==> src/rtl/reg_wb_arbiter.sv <==
// reg_wb_arbiter: owns the register file write port and shares it between NSRC
// writeback sources with a round-robin arbiter. After reset, it can first zero
// every register.
//
// Ports
//   clk        clock, rising edge
//   reset      asynchronous active-low reset
//   src_valid  per-source write request
//   src_ready  per-source grant (combinational, never depends on itself)
//   src_addr   packed destination addresses, source i at [i*AW +: AW]
//   src_data   packed write data, source i at [i*DW +: DW]
//   hold       freezes granting for this cycle
//   wa/wda     registered register-file write address / data
//   reg_wr     registered register-file write enable
//   init_done  set once the clear sequence has finished (or was skipped)
module reg_wb_arbiter #(
    parameter int unsigned NSRC           = 3,
    parameter int unsigned DW             = 32,
    parameter int unsigned AW             = 5,
    parameter bit          CLEAR_ON_RESET = 1'b1,
    parameter bit          R0_ZERO        = 1'b1
) (
    input  logic               clk,
    input  logic               reset,
    input  logic [NSRC-1:0]    src_valid,
    output logic [NSRC-1:0]    src_ready,
    input  logic [NSRC*AW-1:0] src_addr,
    input  logic [NSRC*DW-1:0] src_data,
    input  logic               hold,
    output logic [AW-1:0]      wa,
    output logic [DW-1:0]      wda,
    output logic               reg_wr,
    output logic               init_done
);

    localparam int unsigned PW = (NSRC > 1) ? $clog2(NSRC) : 1;

    typedef enum logic [0:0] {StClear, StRun} state_e;

    state_e        state_q;
    logic [AW-1:0] cnt_q;
    logic [PW-1:0] ptr_q;

    logic          xfer;
    logic [PW-1:0] win;
    logic [PW-1:0] ptr_nxt;
    logic [AW-1:0] sel_addr;
    logic [DW-1:0] sel_data;

    // Round-robin search starting at ptr_q; only src_valid, ptr_q, hold and
    // state feed the grant, so there is no ready->ready path.
    always_comb begin
        int unsigned idx;
        src_ready = '0;
        win       = '0;
        xfer      = 1'b0;
        idx       = 0;
        if (state_q == StRun && !hold) begin
            for (int unsigned k = 0; k < NSRC; k++) begin
                idx = (32'(ptr_q) + k) % NSRC;
                if (!xfer && src_valid[idx]) begin
                    xfer = 1'b1;
                    win  = PW'(idx);
                end
            end
        end
        if (xfer) begin
            src_ready[win] = 1'b1;
        end
    end

    always_comb begin
        sel_addr = src_addr[32'(win)*AW +: AW];
        sel_data = src_data[32'(win)*DW +: DW];
        ptr_nxt  = (32'(win) == NSRC - 1) ? '0 : win + PW'(1);
    end

    always_ff @(posedge clk or negedge reset) begin
        if (!reset) begin
            state_q   <= StClear;
            cnt_q     <= '0;
            ptr_q     <= '0;
            wa        <= '0;
            wda       <= '0;
            reg_wr    <= 1'b0;
            init_done <= 1'b0;
        end else begin
            case (state_q)
                StClear: begin
                    if (!CLEAR_ON_RESET) begin
                        state_q   <= StRun;
                        init_done <= 1'b1;
                        reg_wr    <= 1'b0;
                    end else begin
                        wa     <= cnt_q;
                        wda    <= '0;
                        reg_wr <= 1'b1;
                        cnt_q  <= cnt_q + AW'(1);
                        if (&cnt_q) begin
                            state_q   <= StRun;
                            init_done <= 1'b1;
                        end
                    end
                end
                StRun: begin
                    if (xfer) begin
                        wa     <= sel_addr;
                        wda    <= sel_data;
                        // Writes to r0 still consume a grant but never reach the file.
                        reg_wr <= !(R0_ZERO && sel_addr == '0);
                        ptr_q  <= ptr_nxt;
                    end else begin
                        reg_wr <= 1'b0;
                    end
                end
                default: state_q <= StClear;
            endcase
        end
    end

endmodule
==> config.mk <==
export PLATFORM = sky130hd
export DESIGN_NAME = reg_wb_arbiter
export DESIGN_NICKNAME = d
export VERILOG_FILES = /design/src/rtl/reg_wb_arbiter.sv
export SDC_FILE = /design/constraint.sdc
export NUM_CORES = 1
export LEC_CHECK = 0
export BUFFER_PORTS_ARGS = -buffer_cell sky130_fd_sc_hd__clkbuf_2
export CORE_ASPECT_RATIO = 1.1
export CORE_MARGIN = 5
export CORE_UTILIZATION = 40
export DETAILED_ROUTE_END_ITERATION = 8
export GPL_TIMING_DRIVEN = 0
export PLACE_DENSITY = 0.87
export SLEW_MARGIN = 10
export SYNTH_ARGS = -nofsm -noshare
export SYNTH_HDL_FRONTEND = slang
export SYNTH_SLANG_ARGS = --single-unit
export TNS_END_PERCENT = 5
==> constraint.sdc <==
create_clock -name clk -period 3.9 [get_ports clk]
set_input_delay 0.39 -clock clk [delete_from_list [all_inputs] [get_ports clk]]
set_output_delay 0.39 -clock clk [all_outputs]
set_load 0.02 [all_outputs]
== Yosys cells after proc, flatten, opt, wreduce, memory -nomap -nowiden ==
Cells that the tools add are included.
Storage, ports and cells
  flip-flop bits (word level): 47
  output and inout port bits: 42
  word-level logic and storage cells: 65
Cells by class
  $add $sub $neg: 4
  multipliers: 1
  divide/modulo/power cells: 3
  order comparisons: 5
  equal/unequal tests: 2
  shift operators: 2
  muxes and demuxes: 28
  bitwise logic cells: 1
  reductions and logical operators: 12
Operators with widths (number)
  $lt A32 B3 Y1 const B: 3
  $shiftx A96 B8 Y32: 1
  $mod A32 B2 Y32 const B: 2
  $pmux W32 S2: 1
  $mod A2 B2 Y32 const B: 1
  $mux W32: 1
  $shiftx A15 B6 Y5: 1
  $mux W1: 13
  $mux W2: 5
  $pmux W5 S2: 1
  $bmux W1 S2: 3
  $reduce_and A6 Y1: 1
  $add A5 B1 Y5 const B: 1
  $logic_not A5 Y1: 1
  $mul A2 B3 Y5 const B: 1
  $mux W5: 1
  $reduce_and A5 Y1: 1
  $logic_and A1 B1 Y1: 4
  $logic_not A1 Y1: 4
  $add A2 B1 Y3 const B: 1
  $add A2 B2 Y3 const B: 1
  $lt A2 B3 Y1 const B: 1
  $mux W3: 1
  $add A2 B1 Y2 const B: 1
  other kinds (7): 7

== Depth between registers and ports, before layout ==
  word-level depth: 19
  depth in mapped cells: 10

== Least setup slack after synthesis ==
Ideal clock, no wire load.
  kind: flip-flop to output port
  start: register ptr_q[0]
  end: output port src_ready[0]
  arrival time: 2210 ps
  path slack: 1300 ps
  cell stages (with the launch flop): 9
  path buffers: 1
  cell sequence: dfrtp_1 -> inv_1 -> ha_1 -> mux2i_1 -> nor2_1 -> or4_1 -> o211a_2 -> nor3_2 -> buf_2
Between the ends
  word-level cells in the longest chain between the ends: 18
  elaborated cells on any way between the ends: 31
  those cells by class: add/sub: 2; div: 3; order compare: 2; mux: 19; reduce/logical: 5
Ends and longest elaborated chain
  from (decl): line 42  | logic [PW-1:0] ptr_q;
  from (signal assigned): line 111  | ptr_q <= ptr_nxt;
  branches (longest 17 deep; another with $mod A32 B2 Y32)
  $mux W3 *: line 67  | if (xfer) begin
  to (decl): line 26  | output logic [NSRC-1:0] src_ready,
Mark *: on every way between the ends. The select of a mux whose other input is x is not followed.

== Worst setup path in the final report ==
  start: register ptr_q[0]
  end: output port src_ready[1]
The elaborated chain is that of the path after synthesis.

==> flow_metrics.tcl <==
set metrics [dict create \
    global_placer_s_final_weighted_congestion 0.826 \
    synth_top_cells_by_count "sky130_fd_sc_hd__dfrtp_1 (47), sky130_fd_sc_hd__a221o_1 (31), sky130_fd_sc_hd__a22o_1 (28)" \
    route.detailed.drc 0 \
    layout.filler_cells 561 \
    die-width_um 85.8 \
    post-place-cells 464 \
    setup.worst_path.start_class "flip-flop" \
    tritoncts "built" \
    met2_wire_length_um 4500 \
    mappedNetlistNets 349 \
    synth_most_common_cell "sky130_fd_sc_hd__dfrtp_1" \
    finalNonFillerCells 472 \
    period_needed_ns 3.55 \
    wire_length_of_the_first_global_routing_pass_um 13300 \
    ios 159 \
    floorplan.initialDensity_pct 41.0 \
    clkSlewWorstSetupHoldPaths_ns 0.09 \
    rr_worst_depth 10 \
    number_of_register_bits_inferred_by_synthesis 47 \
    synthTopCellsByArea "sky130_fd_sc_hd__dfrtp_1 (47%), sky130_fd_sc_hd__a221o_1 (12%), sky130_fd_sc_hd__a22o_1 (9.7%)" \
    drt_iter0_drc 118 \
    power.leakage_nw 1.84 \
    final_net_count 514 \
    worstReg2RegStart "ptr_q[0]" \
    route.antenna.remaining_nets 0 \
    route.detailed.wl_per_inst_um 18.3 \
    yosysTopAreaCellShare_pct 46.6 \
    synth_cell_type_count 41 \
    syn_to_final_growth_pct 38.8 \
    synth_seq_area_share_pct 46.6 \
    timing.critical_path.slowest_stage_cell "sky130_fd_sc_hd__a21oi_1" \
    fp.dieH_um 93.3 \
    max-cap-violations 0 \
    synth_top_cell_by_area "sky130_fd_sc_hd__dfrtp_1" \
    number_of_global_route_vias_before_repair 2766 \
    cts.sinks 47 \
    globalRoute.totalOverflow 0 \
    final_area_um2 3500 \
    status "completed" \
    die-area_um2 8000 \
    final_hold_vio_count 0 \
    post-cts-setup-buffer-count 0 \
    cts.htree.levels 2 \
    power_per_cell_area_nw_per_um2 791 \
    place_hpwl_um 6710 \
    hold_path.class "primary input to async pin" \
    detail_route.wirelength_um 8660 \
    rr_endpoint "wa[4]" \
    synthArstFlopShare_pct 100 \
    routed-wl-met3_um 588 \
    place.port_buffers 158 \
    post_dp_cell_area_um2 3420 \
    synth_edf_count 0 \
    fin_ws_ns 0.345 \
    finalCritPeriodShare_pct 91.1 \
    worstPathArrival_ns 3.16 \
    grt_start_max_net_pins 48 \
    final.setup.tns_ns 0 \
    clockBufferDepth 2 \
    critical_path_peak_fanout 10 \
    synth.avg_cell_area_um2 11.2 \
    synth_area_um2 2520 \
    cell_by_cell_listing_of_the_critical_path "inv_1 > ha_1 > nor2b_1 > a32oi_1 > a21oi_1 > nand2_1 > inv_2 > buf_1 > clkbuf_2" \
    report.final.slew_viol_count 0 \
    antenna_found_initial 0 \
    cts_made_buffers 5 \
    antenna-diode-count 0 \
    critical_path.n_buffers_inverters 4 \
    rsz_0062_raised_after_global_routing "false" \
    dr.pass1.iters 4 \
    routed_metal_1_wirelength_um 3450 \
    syn-instance-count 226 \
    clock_skew_ns 0.0106 \
    critical_path.endpoint_type "output pin" \
    post-place-ws_ns 0.659 \
    viasPerCell 5.64 \
    final_core_util_pct 56.9 \
    grt.total_usage_pct 21.0 \
    routed-via-count 2662 \
    setup_violations 0 \
    worst-r2r-setup-slack_ns 0.76 \
    routed.top_layer "met4" \
    max_slew_margin_pct 54.2 \
    worstSkewPairLatency_ns 0.29 \
    ctsHoldBuffers 0 \
    achievable_clock_frequency_mhz 281 \
    main_flop_type_after_synthesis "sky130_fd_sc_hd__dfrtp_1" \
    delay_contributed_by_the_slowest_stage_of_the_critical_path_ns 0.43 \
    holdWs_ns 0.0930 \
    clock_tree.root_cell "sky130_fd_sc_hd__clkbuf_8" \
    timing.critical_path.max_delay_family "buffers and inverters" \
    synth-warning-count 0 \
    layout.area.seq_um2 1180 \
    std_cell_rows 30 \
    irDropWorstVdd_mv 0.408 \
    cp-startpoint "ptr_q[0]" \
    worst_pin_slew_ns 0.683 \
    number_of_resized_instances_in_the_post_cts_repair_step 0 \
    final_layout_size_suffix_gt1_share_pct 46.2 \
    total_power_of_the_final_layout_mw 2.77 \
    worst_ep_required_time_ns 3.51 \
    core_footprint_um2 6160 \
    path_class "flip-flop to output pin" \
    multi_input_comb_area_um2 1230 \
]
-- worst max-delay path by stage --
| stage | endpoint | slack [ns] | cells past startpoint |
|---|---|---|---|
| floorplan | src_ready[0] | 1.30 | 8 |
| global placement | src_ready[0] | 0.75 | 10 |
| detailed placement | src_ready[1] | 0.66 | 9 |
| CTS | src_ready[1] | 0.34 | 9 |
| global route | src_ready[1] | 0.12 | 9 |
| finish | src_ready[1] | 0.35 | 9 |
-- cell type report --
class,instances,area share [%]
Tap cell,80,2.86
Clock inverter,2,0.357
Inverter,6,0.643
Multi-Input combinational cell,156,35.0
Clock buffer,6,2.07
Buffer,17,2.82
Sequential cell,47,33.6
Timing Repair Buffer,158,22.6
-- layout by cell type, fill, tap and decap left out, types with 2 or more instances in the layout --
cell type                  synthesis  routed
sky130_fd_sc_hd__a21oi_1          10      10
sky130_fd_sc_hd__mux2i_1           5       5
sky130_fd_sc_hd__buf_6             4       4
sky130_fd_sc_hd__a221o_1          31      31
sky130_fd_sc_hd__nor3_1            3       3
sky130_fd_sc_hd__o21bai_1          2       2
sky130_fd_sc_hd__a32oi_1           6       6
sky130_fd_sc_hd__clkbuf_8          0       5
sky130_fd_sc_hd__xnor2_1           3       3
sky130_fd_sc_hd__ha_1              6       6
sky130_fd_sc_hd__nor4_1            2       2
sky130_fd_sc_hd__inv_1             5       5
sky130_fd_sc_hd__nand2_1          17      17
sky130_fd_sc_hd__nor2b_1           7       7
sky130_fd_sc_hd__mux2_2            3       3
sky130_fd_sc_hd__clkbuf_2          0     157
sky130_fd_sc_hd__clkbuf_1          8       9
sky130_fd_sc_hd__dfrtp_1          47      47
sky130_fd_sc_hd__a22o_1           28      28
sky130_fd_sc_hd__o21a_1            2       2
sky130_fd_sc_hd__nand3b_1          7       7
sky130_fd_sc_hd__nor2_1            5       5
sky130_fd_sc_hd__a211o_1           2       2
sky130_fd_sc_hd__buf_2             4       4
-- sequential cells by signal (all words and copies together) (netlist names) --
name,flops
cnt_q,5
init_done,1
ptr_q,2
reg_wr,1
state_q,1
wa,5
wda,32
-- where the power goes --
part	leakage (nW)	total (mW)	internal [mW]	switching [mW]
Clock	0.0412	0.287	0.126	0.162
Sequential	0.561	0.835	0.706	0.130
Combinational	1.23	1.65	0.701	0.947
-- cells by family (layout without fill, tap and decap cells) --
group           count (synthesis)  in the layout  share of synthesized area (%)
compound gates                 91             91                           31.2
simple gates                   48             48                           10.1
buf+inv                        23            189                           4.81
mux                             8              8                           3.32
xor+xnor                        3              3                           1.04
fa+ha+maj                       6              6                           2.97
flops                          47             47                           46.6
-- routing by layer --
| metal | GRT usage, % | vias to the layer above |
|---|---|---|
| met5 | 0 | - |
| met4 | 7.12 | 0 |
| li1 | - | 1229 |
| met2 | 35.4 | 120 |
| met3 | 4.32 | 10 |
| met1 | 26.7 | 1303 |
Power figures use the tool's default switching activity.
